<file path="src/rtl/dequant_pipe.sv">
// Table-driven dequantizer: LANES coefficients per beat, product saturated to OUT_W bits.
// Latency 2 cycles; stalls hold outputs, and in_ready drops once two beats are buffered.
module dequant_pipe #(
  parameter int LANES      = 8,
  parameter int IN_W       = 8,
  parameter int Q_W        = 7,
  parameter int OUT_W      = 12,
  parameter int NUM_TABLES = 2,
  localparam int SEL_W     = (NUM_TABLES > 1) ? $clog2(NUM_TABLES) : 1
) (
  input  logic                   clk,
  input  logic                   rst,
  input  logic                   tbl_wr_en,
  input  logic [SEL_W-1:0]       tbl_wr_sel,
  input  logic [5:0]             tbl_wr_addr,
  input  logic [Q_W-1:0]         tbl_wr_data,
  input  logic [SEL_W-1:0]       tbl_sel,
  input  logic                   in_valid,
  output logic                   in_ready,
  input  logic [LANES*IN_W-1:0]  in_data,
  output logic                   out_valid,
  input  logic                   out_ready,
  output logic [LANES*OUT_W-1:0] out_data,
  output logic [LANES-1:0]       out_sat,
  output logic                   out_last
);

  localparam int BEATS  = 64 / LANES;
  localparam int CNT_W  = $clog2(BEATS);
  localparam int IDX_W  = SEL_W + 6;
  localparam int PROD_W = IN_W + Q_W + 1;
  localparam int CMP_W  = ((PROD_W > OUT_W) ? PROD_W : OUT_W) + 1;
  localparam logic [CNT_W-1:0] LAST_BEAT = CNT_W'(BEATS - 1);
  localparam logic signed [CMP_W-1:0] SAT_MAX = {{(CMP_W-OUT_W+1){1'b0}}, {(OUT_W-1){1'b1}}};
  localparam logic signed [CMP_W-1:0] SAT_MIN = {{(CMP_W-OUT_W+1){1'b1}}, {(OUT_W-1){1'b0}}};

  logic [Q_W-1:0]           tbl_mem [NUM_TABLES*64];
  logic [IDX_W-1:0]         wr_idx;
  logic [IDX_W-1:0]         rd_idx  [LANES];
  logic [Q_W-1:0]           rd_q    [LANES];

  logic [CNT_W-1:0]         beat_cnt;
  logic [SEL_W-1:0]         blk_tbl;
  logic [SEL_W-1:0]         cur_tbl;
  logic                     load2;
  logic                     accept;

  logic                     s1_valid;
  logic                     s1_last;
  logic signed [IN_W-1:0]   s1_coef [LANES];
  logic [Q_W-1:0]           s1_q    [LANES];

  logic signed [CMP_W-1:0]  mul_a   [LANES];
  logic signed [CMP_W-1:0]  mul_b   [LANES];
  logic signed [CMP_W-1:0]  prod    [LANES];
  logic [LANES*OUT_W-1:0]   nxt_data;
  logic [LANES-1:0]         nxt_sat;

  assign load2    = !out_valid || out_ready;
  assign in_ready = !rst && (!s1_valid || load2);
  assign accept   = in_valid && in_ready;
  // Beat 0 reads the live selector so the whole block uses the table chosen at its start.
  assign cur_tbl  = (beat_cnt == '0) ? tbl_sel : blk_tbl;
  assign wr_idx   = {tbl_wr_sel, tbl_wr_addr};

  // Table storage survives reset; a write lands at the edge, so a same-cycle read sees the old entry.
  always_ff @(posedge clk) begin
    if (tbl_wr_en && (int'(tbl_wr_sel) < NUM_TABLES)) begin
      tbl_mem[wr_idx] <= tbl_wr_data;
    end
  end

  always_comb begin
    for (int l = 0; l < LANES; l++) begin
      rd_idx[l] = {cur_tbl, 6'(int'(beat_cnt) * LANES + l)};
      rd_q[l]   = (int'(cur_tbl) < NUM_TABLES) ? tbl_mem[rd_idx[l]] : '0;
    end
  end

  always_ff @(posedge clk) begin
    if (rst) begin
      s1_valid <= 1'b0;
      s1_last  <= 1'b0;
      beat_cnt <= '0;
      blk_tbl  <= '0;
    end else begin
      if (!s1_valid || load2) begin
        s1_valid <= accept;
      end
      if (accept) begin
        s1_last <= (beat_cnt == LAST_BEAT);
        for (int l = 0; l < LANES; l++) begin
          s1_coef[l] <= in_data[(LANES-1-l)*IN_W +: IN_W];
          s1_q[l]    <= rd_q[l];
        end
        if (beat_cnt == '0) begin
          blk_tbl <= tbl_sel;
        end
        beat_cnt <= (beat_cnt == LAST_BEAT) ? '0 : beat_cnt + 1'b1;
      end
    end
  end

  // Products are formed one bit wider than needed so the clamp compares the exact value.
  always_comb begin
    nxt_data = '0;
    nxt_sat  = '0;
    for (int l = 0; l < LANES; l++) begin
      mul_a[l] = CMP_W'(s1_coef[l]);
      mul_b[l] = CMP_W'({1'b0, s1_q[l]});
      prod[l]  = mul_a[l] * mul_b[l];
      if (prod[l] > SAT_MAX) begin
        nxt_data[(LANES-1-l)*OUT_W +: OUT_W] = SAT_MAX[OUT_W-1:0];
        nxt_sat[LANES-1-l]                   = 1'b1;
      end else if (prod[l] < SAT_MIN) begin
        nxt_data[(LANES-1-l)*OUT_W +: OUT_W] = SAT_MIN[OUT_W-1:0];
        nxt_sat[LANES-1-l]                   = 1'b1;
      end else begin
        nxt_data[(LANES-1-l)*OUT_W +: OUT_W] = prod[l][OUT_W-1:0];
      end
    end
  end

  always_ff @(posedge clk) begin
    if (rst) begin
      out_valid <= 1'b0;
      out_data  <= '0;
      out_sat   <= '0;
      out_last  <= 1'b0;
    end else if (load2) begin
      out_valid <= s1_valid;
      out_last  <= s1_valid && s1_last;
      if (s1_valid) begin
        out_data <= nxt_data;
        out_sat  <= nxt_sat;
      end
    end
  end

endmodule

</file>
<file path="config.mk">
export PLATFORM = sky130hd
export DESIGN_NAME = dequant_pipe
export DESIGN_NICKNAME = d
export VERILOG_FILES = /design/src/rtl/dequant_pipe.sv
export SDC_FILE = /design/constraint.sdc
export NUM_CORES = 2
export LEC_CHECK = 0
export ABC_AREA = 1
export CAP_MARGIN = 0
export CORE_MARGIN = 2
export CORE_UTILIZATION = 63
export CTS_CLUSTER_SIZE = 25
export DETAILED_ROUTE_END_ITERATION = 7
export GPL_ROUTABILITY_DRIVEN = 0
export PLACE_DENSITY = 0.92
export SYNTH_ARGS = -nofsm -noshare
export SYNTH_HDL_FRONTEND = slang
export SYNTH_SLANG_ARGS = --single-unit
</file>
<file path="constraint.sdc">
create_clock -name clk -period 11.7 [get_ports clk]
set_clock_uncertainty 0.1 [all_clocks]
set_input_delay 2.34 -clock clk [delete_from_list [all_inputs] [get_ports clk]]
set_output_delay 2.34 -clock clk [all_outputs]
set_load 0.02 [all_outputs]
</file>
## Word level (Yosys, flattened, before mapping)

Memory sizes are Yosys's and may differ from the RTL's.
Index checks and enable logic that the tools add are counted.

| word-level totals | value |
|---|---|
| register bits after elaboration | 112 |
| memory bits (writable) | 1016 |
| input bits | 84 |
| output and inout port bits | 107 |
| word-level logic and storage cells | 93 |
| memories kept | 3 |

Memories:

| memory | depth | bits a word | read ports | clocked after memory_dff | wr ports | line | RTL |
|---|---|---|---|---|---|---|---|
| tbl_mem | 128 | 7 | 8 | 0 | 1 | 37 | `logic [Q_W-1:0] tbl_mem [NUM_TABLES*64];` |
| s1_coef | 8 | 8 | 8 | 0 | 8 | 50 | `logic signed [IN_W-1:0] s1_coef [LANES];` |
| s1_q | 8 | 7 | 8 | 0 | 8 | 51 | `logic [Q_W-1:0] s1_q [LANES];` |

| operators by class | value |
|---|---|
| $add $sub $neg | 8 |
| multipliers | 8 |
| $lt $le $gt $ge | 16 |
| equality and inequality tests | 1 |
| multiplexer cells | 39 |
| reduce and logical (&&, ||, !) cells | 10 |

Operator list:

| kind | count |
|---|---|
| 12-bit 2-to-1 mux | 16 |
| 16-bit by 12-bit > comparator with 1-bit output, second input constant | 8 |
| 16-bit by 12-bit < comparator with 1-bit output, second input constant | 8 |
| 8-bit by 8-bit multiplier with 16-bit output | 8 |
| 6-bit by 3-bit adder with 6-bit output, second input constant | 4 |
| 1-bit 2-to-1 mux | 22 |
| 6-bit by 2-bit adder with 6-bit output, second input constant | 2 |
| 6-bit by 1-bit adder with 6-bit output, second input constant | 1 |
| 3-bit by 1-bit adder with 3-bit output, second input constant | 1 |
| 3-bit == test, second input constant | 1 |
| 1-bit logical AND | 3 |
| 1-bit logical NOT | 3 |
| 3-bit logical NOT | 1 |
| 3-bit 2-to-1 mux | 1 |
| 1-bit logical OR | 2 |
| 2-bit AND reduction | 1 |

## Longest topological paths before layout

| depth | value |
|---|---|
| depth in word-level cells | 8 |
| gate-level depth with buffers | 27 |
| gate-level depth less buffers | 26 |

## Worst setup path after synthesis

Ideal clock, no wire load.

| path | value |
|---|---|
| kind | input to register |
| from | input rst |
| to | register beat_cnt[1] |
| setup time | 0.065 ns |
| data arrival time | 8.997 ns |
| data required time | 11.535 ns |
| path slack | 2.538 ns |
| cell stages on the path | 8 |
| path buffers | 1 |
| path through | clkbuf_1 > clkinv_1 > nand2_1 > nor2_1 > inv_1 > nor2_1 > a22oi_1 > nor2_1 |

| between the ends | value |
|---|---|
| cells in the longest elaborated chain, start to end | 3 |

RTL lines:

| item | line | RTL |
|---|---|---|
| from (decl) | 12 | `input logic rst,` |
| 1-bit logical NOT | 60 | `assign in_ready = !rst && (!s1_valid \|\| load2);` |
| 1-bit logical AND | 60 |  |
| 1-bit logical AND | 61 | `assign accept = in_valid && in_ready;` |
| to (signal assigned) | 99 | `beat_cnt <= (beat_cnt == LAST_BEAT) ? '0 : beat_cnt + 1'b1;` |
| to (decl) | 42 | `logic [CNT_W-1:0] beat_cnt;` |

Parallel ways exist; a longest one is shown, timed or not.
A chain may end at the register's enable or synchronous reset.

## Final worst setup path

| path | value |
|---|---|
| from | input out_ready |
| to | output in_ready |

| between the ends | value |
|---|---|
| cells in the longest elaborated chain, start to end | 3 |

RTL lines:

| item | line | RTL |
|---|---|---|
| from (decl) | 22 | `input logic out_ready,` |
| 1-bit logical OR | 59 | `assign load2 = !out_valid \|\| out_ready;` |
| 1-bit logical OR | 60 |  |
| 1-bit logical AND | 60 |  |
| to (decl) | 19 | `output logic in_ready,` |

Every way passes these cells.

==> reports/results.ini <==
[timing]
finalSetupViolCount = 0
tns_ns = 0
fmax_mhz = 154
final.min_clock_period_ns = 6.51
fin_crit_sh = 0.556
rsz0062_at_grt = no
final-hold-violation-count = 0
drv_slew = 0
hold_slack_ns = 0.364
max_slew_margin = 0.0766
worst_slew_pin_slew_ns = 1.39

[finish]
final_cells = 7916
final.fill_count = 6022
drive_above_1_share = 0.0380
syn_to_final_growth_pct = 9.54
nNetsFinal = 7191

[drt]
routed_wirelength_um = 172000
drtIter0Drc = 7730
post_drt_wl_per_cell_um = 21.7
firstDrtPassIters = 7
ant_nets = 0
viasPerCell = 6.22
drc = 0
vias = 49200

[synth]
syn_avg_cell_area_sq_um = 9.98
ys_seq_area_frac = 0.511
synth-seq-cells = 1128
yosysMostFrequentCell = inv_1
synthTopCellsByCount = 1231 x inv_1, 1059 x nand2_1, 1016 x edfxtp_1
async_flop_share = 0
synthTopCellsByArea = edfxtp_1 48%, fa_1 11%, inv_1 7.2%, nand2_1 6.2%, ha_1 5.2%
synth_flop_cell = edfxtp_1
synth_area_sq_um = 64100
syn-num-nets = 7143
syn-instance-count = 6424
synth_top_area_cell = edfxtp_1
synth-edff-count = 1016
synth_warnings = 0
ys_types = 45
synth_top_area_frac = 0.476

[power]
total_power_uw = 13500
leakagePower_uw = 0.0305
switching_share = 0.380
power.density_nw_per_um2 = 192
pwr-share-clk = 0.252
p_seq_frac = 0.347
switching_power_uw = 5130
p_comb_frac = 0.400
ir_worst_vdd_mv = 0.131
p_int_uw = 8360

[clock_network]
htreeDepth = 3
cts_hold_buf = 0
cts_resized = 0
postCtsSetupRepairBufs = 0
clk-insertion-delay-late_ns = 0.68
cts_tree = yes
cts.clk_slew.worst_paths_ns = 0.06
cts_max_path_buffers = 3
numCtsBuffers = 106
cts_root_buf = clkbuf_16
cts_sinks = 1128

[placed_design]
hpwl_um = 105000
dp_cells = 7721
io_buffers = 190

[setup_path]
crit_top_cell = inv_1
cp_max_fo = 3
crit_arrival_ns = 4.07
crit_path_top_delay_cell = clkdlybuf4s50_1
critPathKind = in -> out
crit_path_start_kind = primary input
end_kind = output port
worstPathRequired_ns = 9.26
slowest_delay_ns = 0.53
path_cells = clkdlybuf4s50_1 -> nor2_1 -> inv_1 -> nor2_1 -> inv_1 -> nand2_1 -> inv_1 -> clkdlybuf4s50_1

[global_route]
grt_usage = 0.328
antenna_found_initial = 5
grt_max_degree = 243
grt_pass1_vias = 49800
grt_overflow = 0
grt_first_pass_wirelength_um = 267000

[floorplan]
die_w_um = 323
die_h_um = 323
io_pins = 191
initial_core_util = 0.638
dieArea_sq_um = 104000
core_area_sq_um = 100000
num_rows = 116

[outcome]
status = finished, final reports clean

[min_path]
worstHoldPathType = reg -> reg

[run]
cap_violations = 0

-- state kept, by name, indices dropped and copies added (netlist names) --
signal     cells
beat_cnt       3
s1_coef       64
out_sat        8
s1_valid       1
out_last       1
s1_last        1
blk_tbl        1
s1_q          56
out_data      96
tbl_mem      896
out_valid      1
-- power groups by stage --
stage	combinational (uW)	clock (uW)	sequential [uW]
finish	5400	3400	4690
global route	6060	3530	4690
CTS	5300	3380	4680
detailed placement	5170	0	4760
global placement	4890	0	4750
floorplan	3820	0	4810
-- cell type report --
class                           count  area (sq um)  share of cell area
Timing Repair Buffer              222          2130              0.0304
Tap cell                         1357          1700              0.0242
Inverter                         1238          4660              0.0664
Clock buffer                      142          2910              0.0414
Antenna cell                        4          10.0            0.000143
Clock inverter                     49           444             0.00633
Multi-Input combinational cell   3776         25600               0.365
Sequential cell                  1128         32800               0.467
-- cells by family (layout without fill, tap and decap cells) --
kind of cell | count (synthesis) | count (layout) | share of synthesized area
flops | 1128 | 1128 | 0.511
fa+ha+maj | 635 | 635 | 0.167
buf+inv | 1520 | 1651 | 0.0900
other cells | 0 | 4 | 0
simple gates | 2037 | 2037 | 0.126
compound gates | 1030 | 1030 | 0.0959
xor+xnor | 74 | 74 | 0.0102
-- placed cells by master (no fill, tap or decap), drive strengths merged, types with 40 or more instances in the layout --
master / n
clkdlybuf4s50: 182
xnor2: 44
o22ai: 66
nand3: 158
dfxtp: 112
a21oi: 185
inv: 1244
nor2: 743
o221ai: 158
o21ai: 530
fa: 368
buf: 40
ha: 267
nand2: 1073
edfxtp: 1016
o211ai: 66
clkbuf: 142
-- per-layer routing --
layer	up-vias	GRT usage	wire [um]
li1	21000	-	-
met1	23000	0.392	56100
met2	4288	0.554	83300
met3	951	0.0705	21300
met4	4	0.186	10800
met5	-	0	25
-- path summary, 6_finish.rpt --
check                                                  to                       from  cells after the start  slack [ns]
worst max-delay path                             in_ready                  out_ready                      8        5.19
worst min-delay path            out_data[50]$_SDFFE_PP0P_  out_data[50]$_SDFFE_PP0P_                      2        0.36
worst max register to register  out_data[80]$_SDFFE_PP0P_       s1_q[0][9]$_DFFE_PP_                     19        6.32
worst min register to register  out_data[50]$_SDFFE_PP0P_  out_data[50]$_SDFFE_PP0P_                      2        0.36
-- through the flow --
step | setup slack, ns | utilization | area (sq um)
after floorplan | 2.54 | - | 64100
after global placement | 5.19 | 0.666 | 66800
after detailed placement | 5.23 | 0.666 | 66800
after CTS | 5.21 | 0.699 | 70200
after global routing | 5.11 | 0.699 | 70200
final | 5.19 | 0.699 | 70200
-- worst max-delay path: cells and delay by family --
kind                   cells  cell delay, ns
buffers and inverters      5            1.19
and+or+nand+nor            3            0.53
(Power assumes the default switching activity.)
